===== src/rtl/fix_field_tokenizer_pkg.sv =====
// Shared constants and state type for the FIX byte-stream tokenizer.
package fix_field_tokenizer_pkg;

    localparam logic [7:0] C_SOH  = 8'h01;
    localparam logic [7:0] C_EQ   = 8'h3D;
    localparam logic [7:0] C_ZERO = 8'h30;
    localparam logic [7:0] C_NINE = 8'h39;

    localparam logic [31:0] c_t_beginString = 32'd8;
    localparam logic [31:0] c_t_checksum    = 32'd10;

    typedef enum logic [1:0] {
        ST_IDLE,
        ST_TAG,
        ST_VALUE,
        ST_DISCARD
    } tokenizer_state_t;

    function automatic logic is_digit(input logic [7:0] b);
        return (b >= C_ZERO) && (b <= C_NINE);
    endfunction

endpackage


===== src/rtl/fix_checksum_unit.sv =====
// FIX tag-10 checksum: running byte sum of the message body and the received
// three-digit trailer, compared when the trailer field closes.
module fix_checksum_unit
    import fix_field_tokenizer_pkg::*;
(
    input  logic       clk,
    input  logic       rst,
    input  logic       byte_stb_i,      // byte belongs to the current field
    input  logic [7:0] byte_i,
    input  logic       msg_start_i,     // first byte of a new message
    input  logic       field_end_i,     // byte is the field's SOH
    input  logic       trailer_field_i, // current field is tag 10
    input  logic       trailer_byte_i,  // value byte of the tag-10 field
    input  logic       trailer_done_i,  // tag-10 field closed with a value
    input  logic       valid_clr_i,
    output logic       ck_done_o,
    output logic       ck_valid_o
);

    logic [7:0] field_sum_q, field_sum_d;
    logic [7:0] msg_sum_q,   msg_sum_d;
    logic [9:0] rx_ck_q,     rx_ck_d;
    logic [2:0] ck_cnt_q,    ck_cnt_d;
    logic       ck_bad_q,    ck_bad_d;
    logic       done_q,      done_d;
    logic       valid_q,     valid_d;

    always_comb begin
        field_sum_d = field_sum_q;
        msg_sum_d   = msg_sum_q;
        rx_ck_d     = rx_ck_q;
        ck_cnt_d    = ck_cnt_q;
        ck_bad_d    = ck_bad_q;
        done_d      = 1'b0;
        valid_d     = valid_q;

        if (byte_stb_i) begin
            if (msg_start_i) begin
                msg_sum_d   = 8'd0;
                field_sum_d = byte_i;
                rx_ck_d     = 10'd0;
                ck_cnt_d    = 3'd0;
                ck_bad_d    = 1'b0;
            end else if (field_end_i) begin
                // The trailer's own bytes are never part of the body sum.
                if (!trailer_field_i)
                    msg_sum_d = msg_sum_q + field_sum_q + byte_i;
                field_sum_d = 8'd0;
            end else begin
                field_sum_d = field_sum_q + byte_i;
            end

            if (trailer_byte_i) begin
                rx_ck_d  = rx_ck_q * 10'd10 + {2'b00, byte_i - C_ZERO};
                ck_cnt_d = (ck_cnt_q == 3'd4) ? ck_cnt_q : ck_cnt_q + 3'd1;
                ck_bad_d = ck_bad_q | ~is_digit(byte_i);
            end
        end

        if (valid_clr_i)
            valid_d = 1'b0;

        if (trailer_done_i) begin
            done_d   = 1'b1;
            valid_d  = (ck_cnt_q == 3'd3) && !ck_bad_q && (rx_ck_q == {2'b00, msg_sum_q});
            rx_ck_d  = 10'd0;
            ck_cnt_d = 3'd0;
            ck_bad_d = 1'b0;
        end
    end

    always_ff @(posedge clk) begin
        if (rst) begin
            field_sum_q <= 8'd0;
            msg_sum_q   <= 8'd0;
            rx_ck_q     <= 10'd0;
            ck_cnt_q    <= 3'd0;
            ck_bad_q    <= 1'b0;
            done_q      <= 1'b0;
            valid_q     <= 1'b0;
        end else begin
            field_sum_q <= field_sum_d;
            msg_sum_q   <= msg_sum_d;
            rx_ck_q     <= rx_ck_d;
            ck_cnt_q    <= ck_cnt_d;
            ck_bad_q    <= ck_bad_d;
            done_q      <= done_d;
            valid_q     <= valid_d;
        end
    end

    assign ck_done_o  = done_q;
    assign ck_valid_o = valid_q;

endmodule


===== src/rtl/fix_field_tokenizer.sv =====
// Splits a raw FIX byte stream into tag/value pulses, frames messages and
// reports the tag-10 checksum result.
module fix_field_tokenizer
    import fix_field_tokenizer_pkg::*;
#(
    parameter int         VALUE_WIDTH    = 64,
    parameter int         MAX_TAG_DIGITS = 9,
    parameter logic [7:0] SOH_CHAR       = C_SOH
) (
    input  logic                   clk,
    input  logic                   rst,
    input  logic                   byte_valid_i,
    input  logic [7:0]             byte_i,
    output logic                   tag_valid_o,
    output logic [31:0]            tag_o,
    output logic                   val_valid_o,
    output logic [VALUE_WIDTH-1:0] val_o,
    output logic                   val_trunc_o,
    output logic                   start_of_message_o,
    output logic                   end_of_message_o,
    output logic                   checksum_done_o,
    output logic                   checksum_validity_o,
    output logic                   frame_error_o
);

    localparam int VAL_BYTES = VALUE_WIDTH / 8;
    localparam int CNT_W     = $clog2(VAL_BYTES + 2);
    localparam logic [CNT_W-1:0] CNT_SAT  = CNT_W'(VAL_BYTES + 1);
    localparam logic [CNT_W-1:0] CNT_FULL = CNT_W'(VAL_BYTES);
    localparam logic [3:0]       TAG_MAX  = 4'(MAX_TAG_DIGITS);

    tokenizer_state_t state_q, state_d;
    logic [31:0]            tag_acc_q, tag_acc_d;
    logic [3:0]             tag_cnt_q, tag_cnt_d;
    logic [VALUE_WIDTH-1:0] val_acc_q, val_acc_d;
    logic [CNT_W-1:0]       val_cnt_q, val_cnt_d;
    logic first_q, first_d;
    logic in_msg_q, in_msg_d;
    logic is_ck_q, is_ck_d;

    logic                   tag_vld_q, tag_vld_d;
    logic [31:0]            tag_q, tag_d;
    logic                   sof_q, sof_d;
    logic                   eom_q, eom_d;
    logic                   val_vld_q, val_vld_d;
    logic [VALUE_WIDTH-1:0] val_q, val_d;
    logic                   trunc_q, trunc_d;
    logic                   ferr_q, ferr_d;

    logic cs_byte, cs_start, cs_end, cs_tbyte, cs_tdone, cs_clr;
    logic is_soh, dig;
    logic [31:0] dval;

    assign is_soh = (byte_i == SOH_CHAR);
    assign dig    = is_digit(byte_i);
    assign dval   = {24'd0, byte_i - C_ZERO};

    always_comb begin
        state_d   = state_q;
        tag_acc_d = tag_acc_q;
        tag_cnt_d = tag_cnt_q;
        val_acc_d = val_acc_q;
        val_cnt_d = val_cnt_q;
        first_d   = first_q;
        in_msg_d  = in_msg_q;
        is_ck_d   = is_ck_q;
        tag_vld_d = 1'b0;
        tag_d     = tag_q;
        sof_d     = 1'b0;
        eom_d     = 1'b0;
        val_vld_d = 1'b0;
        val_d     = val_q;
        trunc_d   = 1'b0;
        ferr_d    = 1'b0;
        cs_byte   = 1'b0;
        cs_start  = 1'b0;
        cs_end    = 1'b0;
        cs_tbyte  = 1'b0;
        cs_tdone  = 1'b0;
        cs_clr    = 1'b0;

        if (byte_valid_i) begin
            cs_byte = 1'b1;
            case (state_q)
                ST_IDLE: begin
                    if (dig) begin
                        tag_acc_d = dval;
                        tag_cnt_d = 4'd1;
                        first_d   = 1'b1;
                        in_msg_d  = 1'b1;
                        is_ck_d   = 1'b0;
                        cs_start  = 1'b1;
                        state_d   = ST_TAG;
                    end else if (is_soh) begin
                        cs_byte = 1'b0;
                    end else begin
                        ferr_d   = 1'b1;
                        in_msg_d = 1'b0;
                        state_d  = ST_DISCARD;
                    end
                end
                ST_TAG: begin
                    if (dig && tag_cnt_q != TAG_MAX) begin
                        tag_acc_d = tag_acc_q * 32'd10 + dval;
                        tag_cnt_d = tag_cnt_q + 4'd1;
                    end else if (byte_i == C_EQ && tag_cnt_q != 4'd0) begin
                        tag_vld_d = 1'b1;
                        tag_d     = tag_acc_q;
                        sof_d     = first_q;
                        cs_clr    = first_q;
                        eom_d     = (tag_acc_q == c_t_checksum) && !first_q;
                        is_ck_d   = (tag_acc_q == c_t_checksum);
                        first_d   = 1'b0;
                        val_acc_d = '0;
                        val_cnt_d = '0;
                        state_d   = ST_VALUE;
                    end else begin
                        ferr_d  = 1'b1;
                        cs_end  = is_soh;
                        state_d = ST_DISCARD;
                    end
                end
                ST_VALUE: begin
                    if (!is_soh) begin
                        val_acc_d = {val_acc_q[VALUE_WIDTH-9:0], byte_i};
                        val_cnt_d = (val_cnt_q == CNT_SAT) ? val_cnt_q : val_cnt_q + 1'b1;
                        cs_tbyte  = is_ck_q;
                    end else begin
                        cs_end = 1'b1;
                        if (val_cnt_q != '0) begin
                            val_vld_d = 1'b1;
                            val_d     = val_acc_q;
                            trunc_d   = (val_cnt_q > CNT_FULL);
                            tag_acc_d = 32'd0;
                            tag_cnt_d = 4'd0;
                            is_ck_d   = 1'b0;
                            if (is_ck_q) begin
                                cs_tdone = 1'b1;
                                in_msg_d = 1'b0;
                                state_d  = ST_IDLE;
                            end else begin
                                state_d  = ST_TAG;
                            end
                        end else begin
                            ferr_d  = 1'b1;
                            state_d = ST_DISCARD;
                        end
                    end
                end
                ST_DISCARD: begin
                    if (is_soh) begin
                        cs_end    = 1'b1;
                        is_ck_d   = 1'b0;
                        tag_acc_d = 32'd0;
                        tag_cnt_d = 4'd0;
                        // A bad first field never opened a message.
                        if (in_msg_q && !first_q) begin
                            state_d = ST_TAG;
                        end else begin
                            in_msg_d = 1'b0;
                            state_d  = ST_IDLE;
                        end
                    end
                end
                default: state_d = ST_IDLE;
            endcase
        end
    end

    always_ff @(posedge clk) begin
        if (rst) begin
            state_q   <= ST_IDLE;
            tag_acc_q <= 32'd0;
            tag_cnt_q <= 4'd0;
            val_acc_q <= '0;
            val_cnt_q <= '0;
            first_q   <= 1'b0;
            in_msg_q  <= 1'b0;
            is_ck_q   <= 1'b0;
            tag_vld_q <= 1'b0;
            tag_q     <= 32'd0;
            sof_q     <= 1'b0;
            eom_q     <= 1'b0;
            val_vld_q <= 1'b0;
            val_q     <= '0;
            trunc_q   <= 1'b0;
            ferr_q    <= 1'b0;
        end else begin
            state_q   <= state_d;
            tag_acc_q <= tag_acc_d;
            tag_cnt_q <= tag_cnt_d;
            val_acc_q <= val_acc_d;
            val_cnt_q <= val_cnt_d;
            first_q   <= first_d;
            in_msg_q  <= in_msg_d;
            is_ck_q   <= is_ck_d;
            tag_vld_q <= tag_vld_d;
            tag_q     <= tag_d;
            sof_q     <= sof_d;
            eom_q     <= eom_d;
            val_vld_q <= val_vld_d;
            val_q     <= val_d;
            trunc_q   <= trunc_d;
            ferr_q    <= ferr_d;
        end
    end

    fix_checksum_unit u_ck (
        .clk             (clk),
        .rst             (rst),
        .byte_stb_i      (cs_byte),
        .byte_i          (byte_i),
        .msg_start_i     (cs_start),
        .field_end_i     (cs_end),
        .trailer_field_i (is_ck_q),
        .trailer_byte_i  (cs_tbyte),
        .trailer_done_i  (cs_tdone),
        .valid_clr_i     (cs_clr),
        .ck_done_o       (checksum_done_o),
        .ck_valid_o      (checksum_validity_o)
    );

    assign tag_valid_o        = tag_vld_q;
    assign tag_o              = tag_q;
    assign start_of_message_o = sof_q;
    assign end_of_message_o   = eom_q;
    assign val_valid_o        = val_vld_q;
    assign val_o              = val_q;
    assign val_trunc_o        = trunc_q;
    assign frame_error_o      = ferr_q;

endmodule


===== config.mk =====
export PLATFORM = sky130hd
export DESIGN_NAME = fix_field_tokenizer
export DESIGN_NICKNAME = d
export VERILOG_FILES = /design/src/rtl/fix_field_tokenizer_pkg.sv /design/src/rtl/fix_checksum_unit.sv /design/src/rtl/fix_field_tokenizer.sv
export SDC_FILE = /design/constraint.sdc
export NUM_CORES = 1
export LEC_CHECK = 0
export CORE_MARGIN = 2
export CORE_UTILIZATION = 50
export DETAILED_ROUTE_END_ITERATION = 6
export PLACE_DENSITY = 0.76
export SYNTH_ARGS = -nofsm -noshare
export SYNTH_HDL_FRONTEND = slang
export SYNTH_HIERARCHICAL = 1
export SYNTH_SLANG_ARGS = --single-unit
export TNS_END_PERCENT = 30

===== constraint.sdc =====
create_clock -name clk -period 7.24 [get_ports clk]
set_clock_uncertainty 0.05 [all_clocks]
set_input_delay 1.448 -clock clk [delete_from_list [all_inputs] [get_ports clk]]
set_output_delay 1.448 -clock clk [all_outputs]
set_load 0.02 [all_outputs]

==> results of run 1 <==
==> cell usage in the layout (no fill, tap or decap), types with 5 or more instances in the layout <==
| cell | synthesis | layout |
|---|---|---|
| sky130_fd_sc_hd__nand2_1 | 324 | 324 |
| sky130_fd_sc_hd__dfxtp_1 | 243 | 243 |
| sky130_fd_sc_hd__a21oi_1 | 235 | 235 |
| sky130_fd_sc_hd__clkdlybuf4s50_1 | 0 | 113 |
| sky130_fd_sc_hd__ha_1 | 105 | 105 |
| sky130_fd_sc_hd__nor2_1 | 96 | 95 |
| sky130_fd_sc_hd__nand3_1 | 88 | 86 |
| sky130_fd_sc_hd__xnor2_1 | 54 | 54 |
| sky130_fd_sc_hd__o21ai_0 | 38 | 38 |
| sky130_fd_sc_hd__inv_1 | 35 | 35 |
| sky130_fd_sc_hd__clkbuf_16 | 0 | 27 |
| sky130_fd_sc_hd__xor2_1 | 23 | 23 |
| sky130_fd_sc_hd__nor3_1 | 25 | 23 |
| sky130_fd_sc_hd__nand4_1 | 21 | 21 |
| sky130_fd_sc_hd__a22oi_1 | 21 | 21 |
| sky130_fd_sc_hd__nor4_1 | 16 | 16 |
| sky130_fd_sc_hd__a21o_1 | 15 | 15 |
| sky130_fd_sc_hd__fa_1 | 13 | 13 |
| sky130_fd_sc_hd__nor2b_1 | 12 | 12 |
| sky130_fd_sc_hd__o21ai_1 | 12 | 12 |
| sky130_fd_sc_hd__a211oi_1 | 12 | 12 |
| sky130_fd_sc_hd__buf_4 | 0 | 11 |
| sky130_fd_sc_hd__and2_1 | 10 | 10 |
| sky130_fd_sc_hd__o21a_1 | 10 | 10 |
| sky130_fd_sc_hd__and3_1 | 8 | 8 |
| sky130_fd_sc_hd__o211ai_1 | 8 | 8 |
| sky130_fd_sc_hd__a211o_1 | 8 | 8 |
| sky130_fd_sc_hd__clkbuf_8 | 0 | 8 |
| sky130_fd_sc_hd__nand2b_1 | 7 | 7 |
| sky130_fd_sc_hd__and4_1 | 6 | 6 |
| sky130_fd_sc_hd__o21bai_1 | 6 | 6 |
| sky130_fd_sc_hd__a31oi_1 | 5 | 5 |
| sky130_fd_sc_hd__mux2i_1 | 5 | 5 |
| sky130_fd_sc_hd__or3_1 | 6 | 5 |
==> worst max-delay path, cell delays in order <==
cell                              delay (ns)
sky130_fd_sc_hd__clkdlybuf4s50_1        0.80
sky130_fd_sc_hd__inv_1                  0.14
sky130_fd_sc_hd__ha_1                   0.23
sky130_fd_sc_hd__nand3_1                0.32
sky130_fd_sc_hd__inv_1                  0.19
sky130_fd_sc_hd__a21oi_1                0.79
sky130_fd_sc_hd__o21ai_1                0.63
sky130_fd_sc_hd__or3_1                  0.52
sky130_fd_sc_hd__a21oi_1                0.14
==> sequential cells by signal, indices dropped and copies added (netlist names), 2 cells and up <==
register and cells:
state_q 2, tag_acc_q 32, tag_cnt_q 4, tag_o 32, u_ck/ck_cnt_q 3, u_ck/field_sum_q 8
u_ck/msg_sum_q 8, u_ck/rx_ck_q 10, val_acc_q 64, val_cnt_q 4, val_o 64
==> cell families (layout without fill, tap and decap cells) <==
kind of cell,count (synthesis),after routing,share of synthesized area [%]
AO/OA/AOI/OAI,419,419,19.3
XOR/XNOR,78,78,5.22
adder cells (fa/ha/maj),118,118,11.9
buffers and inverters,132,210,3.84
flip-flops,243,243,36.8
multiplexers,7,7,0.549
AND/OR/NAND/NOR,647,647,22.4
==> per-layer routing <==
metal	track usage (%)	wire, um	up-vias
met2	40.3	16100	350
li1	-	-	5896
met3	3.26	1710	72
met1	32.8	15400	5573
met4	5.81	802	0
met5	0	0	-
==> worst max-delay path by stage <==
stage	cells past startpoint	startpoint	slack, ns	end
after floorplan	11	byte_i[6]	3.46	u_ck/ck_valid_o
after global placement	9	byte_i[4]	2.18	u_ck/msg_sum_q[6]
after detailed placement	9	byte_i[4]	1.92	u_ck/msg_sum_q[6]
after CTS	9	byte_i[4]	2.46	u_ck/msg_sum_q[6]
after global routing	10	byte_i[4]	2.16	u_ck/msg_sum_q[3]
final	9	byte_i[4]	2.43	u_ck/msg_sum_q[6]
==> power by group through the flow <==
stage | Combinational, W | Clock [W] | Sequential [W]
2_1_floorplan | 0.000200 | 0 | 0.00139
3_3_place_gp | 0.000247 | 0 | 0.00140
3_5_place_dp | 0.000255 | 0 | 0.00140
4_1_cts | 0.000257 | 0.00150 | 0.00137
5_1_grt | 0.000288 | 0.00156 | 0.00138
6_report | 0.000259 | 0.00149 | 0.00138
==> stage by stage <==
step / hold WS [ns] / instances
2_1_floorplan: 0.375 / 1644
3_3_place_gp: 0.392 / 2007
3_5_place_dp: 0.397 / 2007
4_1_cts: 0.405 / 2057
5_1_grt: 0.417 / 2057
6_report: 0.404 / 2057
==> area by class of cell <==
cell class,count,area share [%]
clock buffer,37,5.12
clock inverter,13,1.23
inverter,35,0.847
multi-input combinational,1269,50.8
sequential,243,31.4
tap,335,2.70
timing repair buffer,125,7.90
==> qor.tcl, run 1 <==
set qor(status) {completed}
set qor(area_used_by_sequential_logic_in_the_layout_um2) 4860
set qor(fmax_mhz) 208
set qor(detailedRoute.firstPassIterationCount) 6
set qor(grt_pass1_wl_um) 56800
set qor(vdd_ir_drop_max_v) 0.000182
set qor(grt_start_max_net_pins) 120
set qor(first_iter_violations) 1087
set qor(dpl.hpwl_um) 23300
set qor(final_min_period_over_clock_period_pct) 66.4
set qor(depth_of_the_worst_register_to_register_path) 12
set qor(cts.root.buffer_cell) {sky130_fd_sc_hd__clkbuf_16}
set qor(cts_resized) 0
set qor(cp-start-kind) {input pin}
set qor(most_common_cell_in_the_synthesized_netlist) {sky130_fd_sc_hd__nand2_1}
set qor(detail_route.drc_violations) 0
set qor(die_y_um) 167
set qor(cts_post_setup_buffers_inserted) 0
set qor(area_overhead_of_the_layout_relative_to_synthesis_pct) 17.3
set qor(setup.worst_path.end_class) {flip-flop}
set qor(clk-insertion-delay-late_ns) 0.55
set qor(route.vias.total) 11900
set qor(wl_per_cell_um) 16.5
set qor(place_congestion) 0.917
set qor(cts.hold.buffers_added) 0
set qor(final_nets) 1830
set qor(nFillCells) 2311
set qor(core_footprint_um2) 26000
set qor(placedInstanceArea_um2) 14500
set qor(synth.lib_cells_used.distinct) 80
set qor(finalCoreUtilization_pct) 59.7
set qor(min_path_cells) 2
set qor(reg2reg_from) {tag_acc_q[3]}
set qor(ys_dominant_reg_cell) {sky130_fd_sc_hd__dfxtp_1}
set qor(synth_top_cells_by_area) {sky130_fd_sc_hd__dfxtp_1, sky130_fd_sc_hd__ha_1, sky130_fd_sc_hd__nand2_1}
set qor(final_area_um2) 15500
set qor(synth.largest_area_cell) {sky130_fd_sc_hd__dfxtp_1}
set qor(rsz0062_at_grt) {false}
set qor(boundaryPins) 115
set qor(placementRows) 59
set qor(synth-edff-count) 0
set qor(grt_remaining_overflow) 0
set qor(worstPathMaxFanout) 15
set qor(crit-reg2reg-capture) {tag_acc_q[30]}
set qor(n_antenna_cell) 0
set qor(path_class) {input pin to flip-flop}
set qor(initial_utilization_pct) 50.9
set qor(maxCapViolations) 0
set qor(final_hold_viol_count) 0
set qor(fin_crit_ns) 4.81
set qor(power.clock.fraction_pct) 47.6
set qor(finalPower_w) 0.00312
set qor(synthesized_nets) 1773
set qor(ant_nets) 0
set qor(powerDensity_nw_per_um2) 201
set qor(numClockSinks) 243
set qor(die-area_um2) 27800
set qor(report.final.setup_viol) 0
set qor(final-max-slew-violation-count) 0
set qor(leakage_nw) 5.76
set qor(die_wd_um) 167
set qor(cts_buffers) 27
set qor(multi_input_area_um2) 7880
set qor(power_frac_seq_pct) 44.1
set qor(layout-drive-gt1-share_pct) 5.52
set qor(global_route.usage.total_pct) 24.0
set qor(timing.max_slew.rel_slack_pct) 20.5
set qor(placement.setup.worst_slack_ns) 1.92
set qor(route.final.wire_length_um) 34000
set qor(worstMarginPinSlew_ns) 1.19
set qor(ctsHtreeMaxLevel) 1
set qor(number_of_antenna_violations_at_the_first_check_in_global_routing) 0
set qor(routed_via_density) 5.78
set qor(synth.top_cells.by_count) {sky130_fd_sc_hd__nand2_1, sky130_fd_sc_hd__dfxtp_1, sky130_fd_sc_hd__a21oi_1, sky130_fd_sc_hd__ha_1, sky130_fd_sc_hd__nor2_1}
set qor(min-delay-path-class) {flip-flop to flip-flop}
set qor(synth_async_sr_flop_share_pct) 0
set qor(power.net_switching_w) 0.000759
set qor(clock_tree_from_tritoncts) {built}
set qor(synth-seq-cells) 243
set qor(final_setup_margin_ns) 2.43
set qor(clockBufferDepth) 3
set qor(sequential_element_share_of_the_synthesized_area_pct) 36.8
set qor(hold_path_end) {val_o[18]}
set qor(worst_ep_required_time_ns) 7.65
set qor(cell_internal_pwr_w) 0.00236
set qor(worst-r2r-setup-slack_ns) 3.25
set qor(power.share.combinational_pct) 8.3
set qor(port_buffer_cells) 114
set qor(yosysTopAreaCellShare_pct) 36.8
set qor(clk_transition_reported_paths_ns) 0.06
set qor(synthesis.area_um2) 13200
set qor(post_synth_inst_count) 1644
set qor(first_global_vias) 11500
set qor(arrival_time_reported_for_the_critical_path_endpoint_ns) 5.22
set qor(yosys_warnings) 6
set qor(worstHoldStart) {val_o[18]}
set qor(syn_area_cell_um2) 8.04
set qor(switching_share_of_total_power_pct) 24.3
set qor(setup-tns-final_ns) 0
Power figures use the tool's default switching activity.
==> inputs of run 2 (changes only) <==
--- a/config.mk
+++ b/config.mk
@@ -8,7 +8,7 @@
 export CORE_MARGIN = 2
 export CORE_UTILIZATION = 50
 export DETAILED_ROUTE_END_ITERATION = 6
-export PLACE_DENSITY = 0.76
+export PLACE_DENSITY = 0.78
 export SYNTH_ARGS = -nofsm -noshare
 export SYNTH_HDL_FRONTEND = slang
 export SYNTH_HIERARCHICAL = 1
==> constraint.sdc (replaced) <==
create_clock -name clk -period 4.15 [get_ports clk]
set_clock_uncertainty 0.05 [all_clocks]
set_input_delay 0.83 -clock clk [delete_from_list [all_inputs] [get_ports clk]]
set_output_delay 0.83 -clock clk [all_outputs]
set_load 0.02 [all_outputs]
==> run 2 against run 1 <==
  * Hold slack worse by 0.0086 ns
  * Combinational power grew 89%
  * Critical endpoint is now tag_acc_q[30]
  * Non-clock buffer count grew 29
  * Critical path depth is 3 higher
  * Cell area grew 1.5%
  * Sequential power is 73% higher
  * Clock-buffer cell count is 2 higher
  * Flip-flop and latch count unchanged
  * Routed wire length rose by 3.5%
  * Global-route usage rose by 0.63 points
  * Utilization rose by 0.88 points
  * Clock power up 66%
==> qor.tcl, run 2 (same netlist as run 1, synthesis figures left out) <==
set qor(status) {completed}
set qor(powerDensity_nw_per_um2) 340 ;# +69%
set qor(initial_utilization_pct) 50.9 ;# unchanged
set qor(cp.depth) 12 ;# +3
set qor(setup-tns-final_ns) 0 ;# unchanged
set qor(die_y_um) 167 ;# unchanged
set qor(report.final.setup_viol) 0 ;# unchanged
set qor(clockBufferDepth) 3 ;# unchanged
set qor(most_common_cell_type_on_the_critical_path) {sky130_fd_sc_hd__ha_1}
set qor(final-max-slew-violation-count) 0 ;# unchanged
set qor(die_wd_um) 167 ;# unchanged
set qor(critical-path-slowest-cell) {sky130_fd_sc_hd__fa_1}
set qor(die-area_um2) 27800 ;# unchanged
set qor(cts_buffers) 27 ;# unchanged
set qor(timing.max_slew.rel_slack_pct) 37.2 ;# +17 points
set qor(mostFrequentLayoutCells) {sky130_fd_sc_hd__nand2_1, sky130_fd_sc_hd__dfxtp_1, sky130_fd_sc_hd__a21oi_1}
set qor(fin_crit_ns) 3.84
set qor(path_class) {flip-flop to flip-flop}
set qor(worstPathMaxFanout) 7 ;# -8
set qor(final_hold_viol_count) 0 ;# unchanged
set qor(clk-insertion-delay-late_ns) 0.53 ;# -0.02 ns
set qor(placement.setup.worst_slack_ns) 0.0565 ;# -1.87 ns
set qor(detail_route.drc_violations) 0 ;# unchanged
set qor(final_min_period_over_clock_period_pct) 92.5
set qor(fmax_mhz) 261
set qor(reg2reg_from) {tag_acc_q[1]}
set qor(number_of_antenna_violations_at_the_first_check_in_global_routing) 1 ;# +1
set qor(setup.worst_path.end_class) {flip-flop}
set qor(startpoint) {tag_acc_q[1]}
set qor(layout_commonest_cell) {sky130_fd_sc_hd__nand2_1}
set qor(grt_pass1_wl_um) 58000 ;# +2.1%
set qor(final_setup_margin_ns) 0.313 ;# -2.12 ns
set qor(place_congestion) 0.917 ;# about the same
set qor(core_footprint_um2) 26000 ;# unchanged
set qor(arrival_time_reported_for_the_critical_path_endpoint_ns) 4.21 ;# -1.01 ns
set qor(cts_post_setup_buffers_inserted) 0 ;# unchanged
set qor(grt_remaining_overflow) 0 ;# unchanged
set qor(area_used_by_sequential_logic_in_the_layout_um2) 4860 ;# unchanged
set qor(route.vias.total) 12100 ;# +1.9%
set qor(path_buf_inv) 0 ;# -3
set qor(critPathTopFamily) {compound AO/OA/AOI/OAI gates}
set qor(leakage_nw) 5.90 ;# +2.4%
set qor(global_route.usage.total_pct) 24.6 ;# +0.63 points
set qor(clock_tree_from_tritoncts) {built}
set qor(rsz0062_at_grt) {false}
set qor(vdd_ir_drop_max_v) 0.000317 ;# +74%
set qor(port_buffer_cells) 114 ;# unchanged
set qor(first_iter_violations) 1104 ;# +1.6%
set qor(boundaryPins) 115 ;# unchanged
set qor(detailedRoute.firstPassIterationCount) 5 ;# -1
set qor(worstMarginPinSlew_ns) 0.941 ;# -0.251 ns
set qor(worst_ep_required_time_ns) 4.53 ;# -3.12 ns
set qor(route.final.wire_length_um) 35200 ;# +3.5%
set qor(clk_transition_reported_paths_ns) 0.06 ;# about the same
set qor(placementRows) 59 ;# unchanged
set qor(cts.hold.buffers_added) 0 ;# unchanged
set qor(numClockSinks) 243 ;# unchanged
set qor(multi_input_area_um2) 7880 ;# unchanged
set qor(maxCapViolations) 0 ;# unchanged
set qor(layout-drive-gt1-share_pct) 6.86 ;# +1.3 points
set qor(nFillCells) 2249 ;# -2.7%
set qor(worstHoldStart) {u_ck/rx_ck_q[9]}
set qor(worst_path_largest_cell_delay_ns) 0.47 ;# -0.33 ns
set qor(final_nets) 1859 ;# +1.6%
set qor(ant_nets) 0 ;# unchanged
set qor(min-delay-path-class) {flip-flop to flip-flop}
set qor(grt_start_max_net_pins) 104 ;# -13%
set qor(cts.root.buffer_cell) {sky130_fd_sc_hd__clkbuf_16}
set qor(ctsHtreeMaxLevel) 1 ;# unchanged
set qor(dpl.hpwl_um) 24900 ;# +6.7%
set qor(first_global_vias) 11500 ;# +0.61%
set qor(depth_of_the_worst_register_to_register_path) 12 ;# unchanged
set qor(routed_via_density) 5.81 ;# +0.53%
set qor(timing.critical_path.cells) {ha_1, ha_1, fa_1, a211oi_4, o21ai_2, a21oi_1, xnor2_1, nor4b_2, nand4_1, nor3_4, a211oi_1, a211o_1}
set qor(area_overhead_of_the_layout_relative_to_synthesis_pct) 19.0
set qor(wl_per_cell_um) 16.9 ;# +2.0%
set qor(min_path_cells) 2 ;# unchanged
set qor(finalCoreUtilization_pct) 60.6 ;# +0.88 points
set qor(cts_resized) 0 ;# unchanged
set qor(cp-start-kind) {flip-flop}
==> run 2: cell count changes in the layout (fill, tap and decap cells not counted), sizes merged <==
| cell | previous run | this run |
|---|---|---|
| buf | 12 | 41 |
| inv | 37 | 36 |
| diode | 0 | 1 |
| clkinv | 4 | 3 |
| clkbuf | 37 | 39 |
| bufinv | 4 | 3 |
==> run 2: through the flow <==
step                instances  hold slack, ns  instance area (um^2)  power, W
floorplan                1644           0.375                 13200   0.00278
global placement         2036           0.387                 14800   0.00290
detailed placement       2036           0.387                 14800   0.00292
CTS                      2085           0.395                 15700   0.00538
global route             2085           0.416                 15700   0.00554
finish                   2086           0.395                 15700   0.00536
==> run 2: cell type report <==
cell class | count | share of cell area (%)
Multi-Input combinational cell | 1269 | 50.1
Sequential cell | 243 | 30.9
Timing Repair Buffer | 154 | 9.57
Clock buffer | 39 | 5.03
Tap cell | 335 | 2.66
Clock inverter | 10 | 0.891
Inverter | 35 | 0.835
Antenna cell | 1 | 0.0159
==> run 2: path summary, 6_finish.rpt <==
kind                     end  slack (ns)
max reg2reg    tag_acc_q[30]        0.31
max            tag_acc_q[30]        0.31
min          u_ck/rx_ck_q[9]        0.40
min reg2reg  u_ck/rx_ck_q[9]        0.40
==> run 2: report_power, final <==
part           total (W)  internal (W)  switching (W)
sequential       0.00239       0.00236      0.0000334
combinational   0.000489      0.000189       0.000299
clock            0.00248       0.00151       0.000972
total            0.00536       0.00405        0.00130
==> run 2: worst reg2reg max path: stages, from the launching register on <==
cell and delay, ns:
sky130_fd_sc_hd__dfxtp_1 0.31, sky130_fd_sc_hd__ha_1 0.29, sky130_fd_sc_hd__ha_1 0.24, sky130_fd_sc_hd__fa_1 0.47, sky130_fd_sc_hd__a211oi_4 0.29, sky130_fd_sc_hd__o21ai_2 0.15, sky130_fd_sc_hd__a21oi_1 0.38, sky130_fd_sc_hd__xnor2_1 0.26
sky130_fd_sc_hd__nor4b_2 0.32, sky130_fd_sc_hd__nand4_1 0.27, sky130_fd_sc_hd__nor3_4 0.34, sky130_fd_sc_hd__a211oi_1 0.13, sky130_fd_sc_hd__a211o_1 0.23
==> run 2: metal layers <==
layer	up-vias	global-route usage [%]	part of all wire [%]
li1	5943	-	-
met1	5705	33.0	44
met2	409	41.4	47
met3	65	3.92	6.2
met4	0	6.41	2.3
met5	-	0	0
